### src/rtl/div_seq_rv.sv
// Multicycle radix-2 restoring divider for RV32M/RV64M: DIV, DIVU, REM, REMU.
// One quotient bit per clock; divide-by-zero and signed overflow take an early-out path.
module div_seq_rv #(
    parameter int WIDTH = 32,
    parameter int CNT_W = 32
) (
    input  logic             clock_i,
    input  logic             reset_i,
    input  logic             valid_i,
    output logic             ready_o,
    input  logic [1:0]       op_i,
    input  logic [WIDTH-1:0] a_i,
    input  logic [WIDTH-1:0] b_i,
    output logic [WIDTH-1:0] c_o,
    output logic             done_o,
    output logic             busy_o,
    output logic [CNT_W-1:0] nclocks_o
);

    localparam int IW = $clog2(WIDTH);

    typedef enum logic [2:0] {
        S_IDLE,
        S_PREP,
        S_CALC,
        S_FIX,
        S_DONE
    } state_t;

    state_t           state_q, state_d;
    logic             init_q;
    logic [1:0]       op_q, op_d;
    logic [WIDTH-1:0] a_q, a_d;
    logic [WIDTH-1:0] b_q, b_d;
    logic [WIDTH-1:0] dvd_q, dvd_d;
    logic [WIDTH-1:0] dsr_q, dsr_d;
    logic [WIDTH-1:0] rem_q, rem_d;
    logic             sq_q, sq_d;
    logic             sr_q, sr_d;
    logic [IW-1:0]    iter_q, iter_d;
    logic [CNT_W-1:0] cnt_q, cnt_d;
    logic [WIDTH-1:0] c_q, c_d;
    logic [CNT_W-1:0] ncl_q, ncl_d;

    logic             is_signed;
    logic [WIDTH-1:0] abs_a, abs_b;
    logic [WIDTH:0]   rem_shift;
    logic             rem_ge;
    logic [WIDTH-1:0] rem_sub;
    logic [WIDTH-1:0] q_fix, r_fix;
    logic [WIDTH-1:0] min_neg;

    assign is_signed = ~op_q[0];
    assign min_neg   = {1'b1, {(WIDTH-1){1'b0}}};
    assign abs_a     = (is_signed && a_q[WIDTH-1]) ? (~a_q + 1'b1) : a_q;
    assign abs_b     = (is_signed && b_q[WIDTH-1]) ? (~b_q + 1'b1) : b_q;

    // The shifted partial remainder needs one extra bit before the compare.
    assign rem_shift = {rem_q, dvd_q[WIDTH-1]};
    assign rem_ge    = rem_shift >= {1'b0, dsr_q};
    assign rem_sub   = rem_shift[WIDTH-1:0] - dsr_q;

    assign q_fix = (is_signed && sq_q) ? (~dvd_q + 1'b1) : dvd_q;
    assign r_fix = (is_signed && sr_q) ? (~rem_q + 1'b1) : rem_q;

    always_ff @(posedge clock_i or posedge reset_i) begin
        if (reset_i) begin
            state_q <= S_IDLE;
            init_q  <= 1'b0;
            op_q    <= '0;
            a_q     <= '0;
            b_q     <= '0;
            dvd_q   <= '0;
            dsr_q   <= '0;
            rem_q   <= '0;
            sq_q    <= 1'b0;
            sr_q    <= 1'b0;
            iter_q  <= '0;
            cnt_q   <= '0;
            c_q     <= '0;
            ncl_q   <= '0;
        end else begin
            state_q <= state_d;
            init_q  <= 1'b1;
            op_q    <= op_d;
            a_q     <= a_d;
            b_q     <= b_d;
            dvd_q   <= dvd_d;
            dsr_q   <= dsr_d;
            rem_q   <= rem_d;
            sq_q    <= sq_d;
            sr_q    <= sr_d;
            iter_q  <= iter_d;
            cnt_q   <= cnt_d;
            c_q     <= c_d;
            ncl_q   <= ncl_d;
        end
    end

    always_comb begin
        state_d = state_q;
        op_d    = op_q;
        a_d     = a_q;
        b_d     = b_q;
        dvd_d   = dvd_q;
        dsr_d   = dsr_q;
        rem_d   = rem_q;
        sq_d    = sq_q;
        sr_d    = sr_q;
        iter_d  = iter_q;
        cnt_d   = (state_q == S_IDLE) ? cnt_q : cnt_q + CNT_W'(1);
        c_d     = c_q;
        ncl_d   = ncl_q;

        unique case (state_q)
            S_IDLE: begin
                if (valid_i && ready_o) begin
                    op_d    = op_i;
                    a_d     = a_i;
                    b_d     = b_i;
                    cnt_d   = '0;
                    state_d = S_PREP;
                end
            end
            S_PREP: begin
                // cnt_q is 0 here, so +2 accounts for this cycle and DONE.
                if (b_q == '0) begin
                    c_d     = op_q[1] ? a_q : '1;
                    ncl_d   = cnt_q + CNT_W'(2);
                    state_d = S_DONE;
                end else if (is_signed && (a_q == min_neg) && (b_q == '1)) begin
                    c_d     = op_q[1] ? '0 : a_q;
                    ncl_d   = cnt_q + CNT_W'(2);
                    state_d = S_DONE;
                end else begin
                    dvd_d   = abs_a;
                    dsr_d   = abs_b;
                    rem_d   = '0;
                    sq_d    = a_q[WIDTH-1] ^ b_q[WIDTH-1];
                    sr_d    = a_q[WIDTH-1];
                    iter_d  = '0;
                    state_d = S_CALC;
                end
            end
            S_CALC: begin
                // Quotient bits shift into the vacated low end of the dividend.
                if (rem_ge) begin
                    rem_d = rem_sub;
                    dvd_d = {dvd_q[WIDTH-2:0], 1'b1};
                end else begin
                    rem_d = rem_shift[WIDTH-1:0];
                    dvd_d = {dvd_q[WIDTH-2:0], 1'b0};
                end
                iter_d = iter_q + 1'b1;
                if (iter_q == IW'(WIDTH-1)) begin
                    state_d = S_FIX;
                end
            end
            S_FIX: begin
                c_d     = op_q[1] ? r_fix : q_fix;
                ncl_d   = cnt_q + CNT_W'(2);
                state_d = S_DONE;
            end
            S_DONE: begin
                state_d = S_IDLE;
            end
            default: begin
                state_d = S_IDLE;
            end
        endcase
    end

    assign ready_o   = init_q && (state_q == S_IDLE);
    assign busy_o    = (state_q != S_IDLE);
    assign done_o    = (state_q == S_DONE);
    assign c_o       = c_q;
    assign nclocks_o = ncl_q;

endmodule

### config.mk
export PLATFORM = sky130hd
export DESIGN_NAME = div_seq_rv
export DESIGN_NICKNAME = d
export VERILOG_FILES = /design/src/rtl/div_seq_rv.sv
export SDC_FILE = /design/constraint.sdc
export NUM_CORES = 1
export LEC_CHECK = 0
export BUFFER_PORTS_ARGS = -buffer_cell sky130_fd_sc_hd__buf_2
export CORE_ASPECT_RATIO = 1.75
export CORE_UTILIZATION = 30
export CTS_BUF_LIST = sky130_fd_sc_hd__clkbuf_8 sky130_fd_sc_hd__clkbuf_16
export DETAILED_ROUTE_END_ITERATION = 8
export PLACE_DENSITY = 0.48
export SETUP_SLACK_MARGIN = 0.2
export SLEW_MARGIN = 20
export SYNTH_ARGS = -nofsm -noshare
export SYNTH_HDL_FRONTEND = slang
export SYNTH_SLANG_ARGS = --single-unit
export TNS_END_PERCENT = 50
### constraint.sdc
create_clock -name clock_i -period 11.1 [get_ports clock_i]
set_clock_uncertainty 0.05 [all_clocks]
set_input_delay 1.11 -clock clock_i [delete_from_list [all_inputs] [get_ports clock_i]]
set_output_delay 1.11 -clock clock_i [all_outputs]
set_load 0.01 [all_outputs]
Yosys cells after proc, flatten, opt, wreduce, memory -nomap -nowiden
Index checks and enable logic that the tools add are counted.
Operators by class
  add/subtract/negate cells: 8
  $lt $le $gt $ge: 1
  equal/unequal tests: 12
  muxes and demuxes: 32
  bitwise operators: 8
  reduce and logical (&&, ||, !) cells: 18
Operator list (number)
  32-bit two-way mux: 19
  32-bit case mux with 2 select lines: 4
  32-bit by 1-bit adder with 32-bit output (second input constant): 5
  32-bit NOT: 4
  32-bit equality test (second input constant): 2
  33-bit by 32-bit greater-or-equal comparator with 1-bit output: 1
  32-bit by 2-bit adder with 32-bit output (second input constant): 1
  32-bit logical NOT: 1
  32-bit subtractor: 1
  3-bit two-way mux: 4
  3-bit case mux with 4 select lines: 1
  5-bit two-way mux: 2
  5-bit case mux with 2 select lines: 1
  1-bit logical AND: 8
  3-bit by 2-bit equality test with 1-bit output (second input constant): 2
  2-bit inequality test (second input constant): 3
  2-bit AND reduction: 3
  3-bit AND reduction: 2
  5-bit by 1-bit adder with 5-bit output (second input constant): 1
  5-bit equality test (second input constant): 1
  2-bit nonzero test: 2
  3-bit by 1-bit equality test with 1-bit output (second input constant): 1
  3-bit equality test (second input constant): 1
  3-bit logical NOT: 1
  6 further kinds: 8
Storage, ports and cells
  flip-flop bits (word level): 269
  word-level logic and storage cells: 93

Depth between registers and ports, before layout
Gate-level depths: netlist of run 1.
  depth in word-level cells: 6
  mapped depth: 12
  depth with buffers taken out: 12

Least setup slack after synthesis of run 1
Ideal clock, no wire load.
  path kind: register to register
  from: register dvd_q[31]
  to: register rem_q[20]
  setup time: 0.138 ns
  arrival time: 2.663 ns
  setup slack: 8.249 ns
  stages on the path, launching flop included: 13
  clock period less this slack: 2.851 ns
  path through: dfrtp_1 -> inv_1 -> ha_1 -> inv_1 -> fa_1 -> a21o_1 -> a311o_1 -> a211o_1 -> a31oi_1 -> o21ai_0 -> a21oi_1 -> xor2_1 -> o21ai_0
Between the ends
  cells in the longest elaborated chain, start to end: 3
  elaborated cells on any way between the ends: 4
  classes of those cells: 1 x add/sub; 1 x order compare; 2 x mux
RTL lines
  from (decl): line 35  | logic [WIDTH-1:0] dvd_q, dvd_d;
  from (signal assigned): line 88  | dvd_q <= dvd_d;
  32-bit subtractor / 33-bit by 32-bit greater-or-equal comparator with 1-bit output (equally long branches): line 61, 60
  32-bit two-way mux *: line 147  | if (rem_ge) begin
  32-bit case mux with 2 select lines *: line 115  | unique case (state_q)
  to (signal assigned): line 90  | rem_q <= rem_d;
  to (decl): line 37  | logic [WIDTH-1:0] rem_q, rem_d;
Mark *: on every way between the ends. The rest lies on a longest branch, timed or not.
A chain may end at the register's enable or synchronous reset.

Final worst setup path of run 1
  from: register a_q[0]
  to: register rem_q[8]
Between the ends
  cells in the longest elaborated chain, start to end: 5
RTL lines
  from (decl): line 33  | logic [WIDTH-1:0] a_q, a_d;
  from (signal assigned): line 71  | a_q <= '0;
  from (signal assigned): line 86  | a_q <= a_d;
  32-bit equality test: line 131  | end else if (is_signed && (a_q == min_neg) && (b_q == '1)) begin
  1-bit logical AND (2 in series): line 131
  2-bit inequality test (no line)
  3-bit AND reduction (no line)
No other way between the ends.

==> flow_summary.json, run 1 <==
{
  "status": "completed",
  "final_nets": 2184,
  "async_flop_share": 1.000,
  "ys_warn_count": 0,
  "synth-edff-count": 0,
  "avgSynthCellArea_sq_um": 8.389,
  "post-dp-hpwl_um": 40470,
  "totalNegativeSetupSlack_ps": 0,
  "period_share": 0.3433,
  "vdd_drop_max_uv": 129.9,
  "cellLeakagePower_nw": 8.341,
  "synth_top_flop_cell": "dfrtp_1",
  "gr-total-overflow": 0,
  "critPathMostFrequentCell": "inv_1",
  "setup_viol": 0,
  "rsz0062_at_grt": "no",
  "drt_pre_antenna_iters": 5,
  "ys_ff_latch": 269,
  "grt_max_degree": 131,
  "r2r_slack_ps": 7290,
  "cp-end-kind": "flop",
  "nFillCells": 5796,
  "worstPathArrival_ps": 4250,
  "clockBufferDepth": 3,
  "path_delay_family": "simple AND/OR/NAND/NOR gates",
  "io_pins": 136,
  "cap_violations": 0,
  "seq_area_frac_synth": 0.4010,
  "hold_viol": 0,
  "antenna_cells": 0,
  "start_util": 0.3041,
  "fmax_ghz": 0.2624,
  "cts_buffers": 29,
  "relSlewSlack": 0.2733,
  "area_growth_pct": 13.39,
  "slew_viol_final": 0,
  "min_period_ps": 3811,
  "crit_required_ps": 11540,
  "grt_pass1_wl_um": 85990,
  "crit_fanout": 60,
  "max_stage_delay_ps": 560,
  "hold_buffers": 0,
  "dieArea_sq_um": 56950,
  "route.vias.total": 14610,
  "cts_resized": 0,
  "synth_cells": 2001,
  "drtAntennaViolNets": 0,
  "final_common_cell": "nand2_1",
  "wl_per_cell_um": 19.54,
  "post_cts_buffers": 0,
  "power-per-cell-area_nw_per_um2": 324.4,
  "crit_chain": "inv_1 > ha_1 > or3b_4 > nor4_4 > and4_1 > a41o_1 > o21a_2 > buf_4 > inv_1 > o221ai_1",
  "grt_pass1_vias": 14840,
  "cpMaxStageDelayCell": "buf_4",
  "via_per_inst": 5.235,
  "syn_area_sq_um": 16790,
  "synth.distinct_cells": 93,
  "worst_setup_path_start_kind": "flop",
  "drive_gt1_frac": 0.1217,
  "path_buf_inv": 3,
  "drt_iter0_markers": 588,
  "rows": 114,
  "criticalPathCategory": "reg -> reg",
  "port_buffers": 135,
  "syn_nets": 2112,
  "multi_input_area_sq_um": 9283,
  "cts-root-buf": "clkbuf_16",
  "max_slew.worst_pin.slew_ps": 1088,
  "coreArea_sq_um": 55200,
  "clock-sinks": 269,
  "drt-total-wl_um": 54540,
  "hold_path.class": "reg -> reg",
  "insertion_delay_ps": 610,
  "die_w_um": 180.8,
  "cts_max_level": 1,
  "fin_util": 0.3448,
  "cts_tree": "yes",
  "die_h_um": 314.9,
  "antenna_found_initial": 0,
  "grt_usage": 0.1922,
  "clk_pin_slew_ps": 70,
  "regArea_sq_um": 6731,
  "place.gp.congestion": 0.9056,
  "remaining_drc_errors": 0,
  "mostFrequentLayoutCells": "nand2_1 (392), dfrtp_1 (269), o21ai_0 (162)"
}
cell type report:
cell class / instances / share of cell area
multi-input cells: 1540 / 0.4877
flip-flops and latches: 269 / 0.3536
inverters: 74 / 0.01499
clock buffers: 34 / 0.04174
repair buffers: 159 / 0.04601
well taps: 696 / 0.04575
clock inverters: 19 / 0.01019
kinds of logic after synthesis:
logic type,synth area share
and+or+nand+nor,0.2209
DFF,0.4010
adders and majority gates,0.03175
buffers and inverters,0.04815
AOI/OAI and AO/OA,0.1992
xor gates and xnor gates,0.09339
other,0.0002234
muxes,0.005367
registers in the layout, indices dropped and copies added, names as in the netlist, 5 cells and up:
signal / cells
nclocks_o: 32
cnt_q: 32
a_q: 32
rem_q: 32
b_q: 32
dsr_q: 32
dvd_q: 32
c_o: 32
iter_q: 5
metal layers:
metal | global-route usage | routed length, um | up-vias
li1 | - | - | 7159
met1 | 0.2100 | 20840 | 7009
met2 | 0.3673 | 29220 | 311
met3 | 0.01559 | 1702 | 132
met4 | 0.09790 | 2770 | 0
met5 | 0 | 0 | -
power breakdown:
group	total, W	internal [W]	switching [W]	leakage (nW)
registers	0.00189	0.00136	0.000533	3.47
logic	0.00326	0.00127	0.00198	4.37
clock network	0.00103	0.000582	0.000444	0.500
total	0.00618	0.00322	0.00296	8.34
stage by stage:
stage               instance area, sq um  instances  setup WS, ps  power (W)  hold slack, ps
floorplan                          16790       2001          2530   0.004152           399.6
global placement                   18020       2737          7392   0.005126           408.5
detailed placement                 18020       2737          7344   0.005169           414.0
CTS                                19010       2790          7263   0.006223           427.7
global route                       19030       2791          7086   0.006670           447.0
finish                             19030       2791          7289   0.006176           421.8
cells in the mapped netlist (16+ instances only):
cell type / count / area share
nand2_1: 392 / 0.088
dfrtp_1: 269 / 0.40
nor2_1: 162 / 0.036
o21ai_0: 162 / 0.048
xnor2_1: 108 / 0.056
a21oi_1: 105 / 0.031
clkbuf_1: 74 / 0.017
inv_1: 73 / 0.016
xor2_1: 71 / 0.037
nor3_1: 52 / 0.016
ha_1: 41 / 0.031
o211ai_1: 41 / 0.018
nand3_1: 34 / 0.010
buf_2: 26 / 0.0078
o31ai_1: 26 / 0.012
nand4_1: 25 / 0.0093
a221o_1: 21 / 0.013
or3_1: 17 / 0.0063
a31oi_1: 16 / 0.0060
worst paths after layout:
check,start,end,cells after the start
max in group asynchronous,reset_i,cnt_q[26]$_DFF_PP0_,4
min,c_o[9]$_DFFE_PP0P_,c_o[9]$_DFFE_PP0P_,2
min in group asynchronous,reset_i,dvd_q[7]$_DFFE_PP0P_,2
min reg2reg,c_o[9]$_DFFE_PP0P_,c_o[9]$_DFFE_PP0P_,2
max,a_q[0]$_DFFE_PP0P_,rem_q[8]$_DFFE_PP0P_,10
max reg2reg,a_q[0]$_DFFE_PP0P_,rem_q[8]$_DFFE_PP0P_,10
worst min-delay path: cells and delay by family (launching register included):
kind	cells	cell delay, ps
AND/OR/NAND/NOR	1	50
flip-flops	1	330
AO/OA/AOI/OAI	1	60
Note: power is estimated with default switching activity, not from simulation.
==> run 2: changes to the inputs <==
==> constraint.sdc (replaced) <==
create_clock -name clock_i -period 3.86 [get_ports clock_i]
set_clock_uncertainty 0.05 [all_clocks]
set_input_delay 0.386 -clock clock_i [delete_from_list [all_inputs] [get_ports clock_i]]
set_output_delay 0.386 -clock clock_i [all_outputs]
set_load 0.01 [all_outputs]
==> run 2 against run 1 <==
  * Largest cell class unchanged
  * Sequential share of layout area down 1.8 points
  * Utilization is 1.8 points higher
  * Largest power group unchanged
  * Cell count increased by 3.5%
  * Combinational power grew to 3.0 times the previous value
  * Sequential power rose to 2.8 times the previous value
==> flow_summary.json, run 2 (same netlist as run 1, synthesis figures left out) <==
{
  "cts_max_level": 1,
  "clk_pin_slew_ps": 60,
  "cpMaxStageDelayCell": "nor4_4",
  "drt_iter0_markers": 607,
  "worst_setup_path_start_kind": "flop",
  "regArea_sq_um": 6731,
  "crit_fanout": 64,
  "cts_buffers": 29,
  "clock-sinks": 269,
  "hold_ws_ps": 5.809,
  "port_buffers": 135,
  "route.vias.total": 15140,
  "nFillCells": 5742,
  "max_slew.worst_pin.slew_ps": 969.2,
  "power-per-cell-area_nw_per_um2": 914.6,
  "cap_violations": 0,
  "gr-total-overflow": 0,
  "min_period_ps": 3364,
  "io_pins": 136,
  "start_util": 0.3041,
  "fin_ws_ps": 495.7,
  "setup_viol": 0,
  "clockBufferDepth": 3,
  "reg2reg_to": "nclocks_o[23]$_DFFE_PP0P_",
  "post-dp-hpwl_um": 42370,
  "final_common_cell": "nand2_1",
  "area_growth_pct": 19.30,
  "whs_path_depth": 3,
  "worstPathArrival_ps": 3760,
  "mostFrequentLayoutCells": "nand2_1 (392), dfrtp_1 (269), o21ai_0 (162)",
  "post_cts_buffers": 0,
  "die_h_um": 314.9,
  "period_share": 0.8716,
  "max_stage_delay_ps": 430,
  "hold_path.class": "in -> reg",
  "grt_pass1_vias": 15210,
  "drt_pre_antenna_iters": 5,
  "totalNegativeSetupSlack_ps": 0,
  "drtAntennaViolNets": 0,
  "drive_gt1_frac": 0.1332,
  "dieArea_sq_um": 56950,
  "criticalPathCategory": "reg -> reg",
  "multi_input_area_sq_um": 9284,
  "status": "completed",
  "cts-root-buf": "clkbuf_16",
  "final_nets": 2282,
  "grt_pass1_wl_um": 86760,
  "grt_usage": 0.1936,
  "antenna_cells": 0,
  "insertion_delay_ps": 600,
  "die_w_um": 180.8,
  "worstRegToRegCells": 11,
  "crit_required_ps": 4260,
  "slew_viol_final": 0,
  "antenna_found_initial": 0,
  "place.gp.congestion": 0.9246,
  "vdd_drop_max_uv": 382.8,
  "cp-end-kind": "flop",
  "relSlewSlack": 0.3525,
  "reg2reg_from": "a_q[0]$_DFFE_PP0P_",
  "place_ws_ps": 341.6,
  "place_inst": 2771,
  "drt-total-wl_um": 55120,
  "cellLeakagePower_nw": 8.811,
  "via_per_inst": 5.242,
  "fin_cells": 2889,
  "remaining_drc_errors": 0,
  "rsz0062_at_grt": "no",
  "grt_max_degree": 95,
  "cts_tree": "yes",
  "fmax_ghz": 0.2972,
  "total_power_w": 0.01832,
  "crit_start": "a_q[0]$_DFFE_PP0P_",
  "hold_viol": 0,
  "rows": 114,
  "crit_chain": "inv_1 > ha_1 > or3b_4 > nor4_4 > and4_2 > a41o_1 > o21ai_4 > buf_4 > buf_6 > nand2_1 > o21ai_0",
  "r2r_slack_ps": 500,
  "wl_per_cell_um": 19.08,
  "coreArea_sq_um": 55200,
  "cp-endpoint": "nclocks_o[23]$_DFFE_PP0P_"
}
==> run 2: changes by cell type in the layout (fill, tap and decap cells not counted), moves of 3 or more <==
| cell | change |
|---|---|
| dlygate4sd3_1 | +65 |
| buf_4 | +29 |
| buf_12 | +4 |
| inv_1 | -3 |
==> run 2: stage by stage <==
step / instance area (sq um) / util
2_1_floorplan: 16790 / -
6_report: 20030 / 0.3628
3_3_place_gp: 18320 / 0.3319
5_1_grt: 20030 / 0.3628
3_5_place_dp: 18320 / 0.3319
4_1_cts: 20020 / 0.3627
==> run 2: layout make-up <==
| type | count | area share |
|---|---|---|
| multi-input combinational | 1540 | 0.4636 |
| timing repair buffer | 257 | 0.09028 |
| clock buffer | 36 | 0.04105 |
| tap | 696 | 0.04348 |
| inverter | 74 | 0.01406 |
| clock inverter | 17 | 0.01143 |
| sequential | 269 | 0.3361 |
==> run 2: how the worst min path moves through the flow <==
| stage | start | end |
|---|---|---|
| after floorplan | dsr_q[17]$_DFFE_PP0P_ | dsr_q[17]$_DFFE_PP0P_ |
| after global placement | nclocks_o[26]$_DFFE_PP0P_ | nclocks_o[26]$_DFFE_PP0P_ |
| after detailed placement | nclocks_o[24]$_DFFE_PP0P_ | nclocks_o[24]$_DFFE_PP0P_ |
| after CTS | a_i[0] | a_q[0]$_DFFE_PP0P_ |
| after global routing | a_i[0] | a_q[0]$_DFFE_PP0P_ |
| final | a_i[0] | a_q[0]$_DFFE_PP0P_ |
==> run 2: layer usage <==
metal / vias to the layer above / part of all wire / track usage
li1: 7358 / - / -
met1: 7324 / 0.37 / 0.2017
met2: 329 / 0.55 / 0.3810
met3: 132 / 0.028 / 0.01502
met4: 0 / 0.053 / 0.1018
met5: - / 0 / 0
==> run 2: power breakdown <==
part	switching [W]	internal [W]
combinational	0.00595	0.00393
sequential	0.00141	0.00391
clock	0.00127	0.00184
total	0.00863	0.00969
==> run 2: worst max-delay path, delay by kind of cell, from the launching register on <==
kind	cells	cell delay (ps)
AND/OR/NAND/NOR	4	1310
buffers and inverters	3	760
adder cells (fa/ha/maj)	1	170
AO/OA/AOI/OAI	3	500
flip-flops	1	400
==> run 2: repair_timing <==
action	in CTS	in global routing
endpoints found under the hold margin	98	0
endpoints found under the setup margin	0	25
hold buffers	65	0
resized for setup	0	2
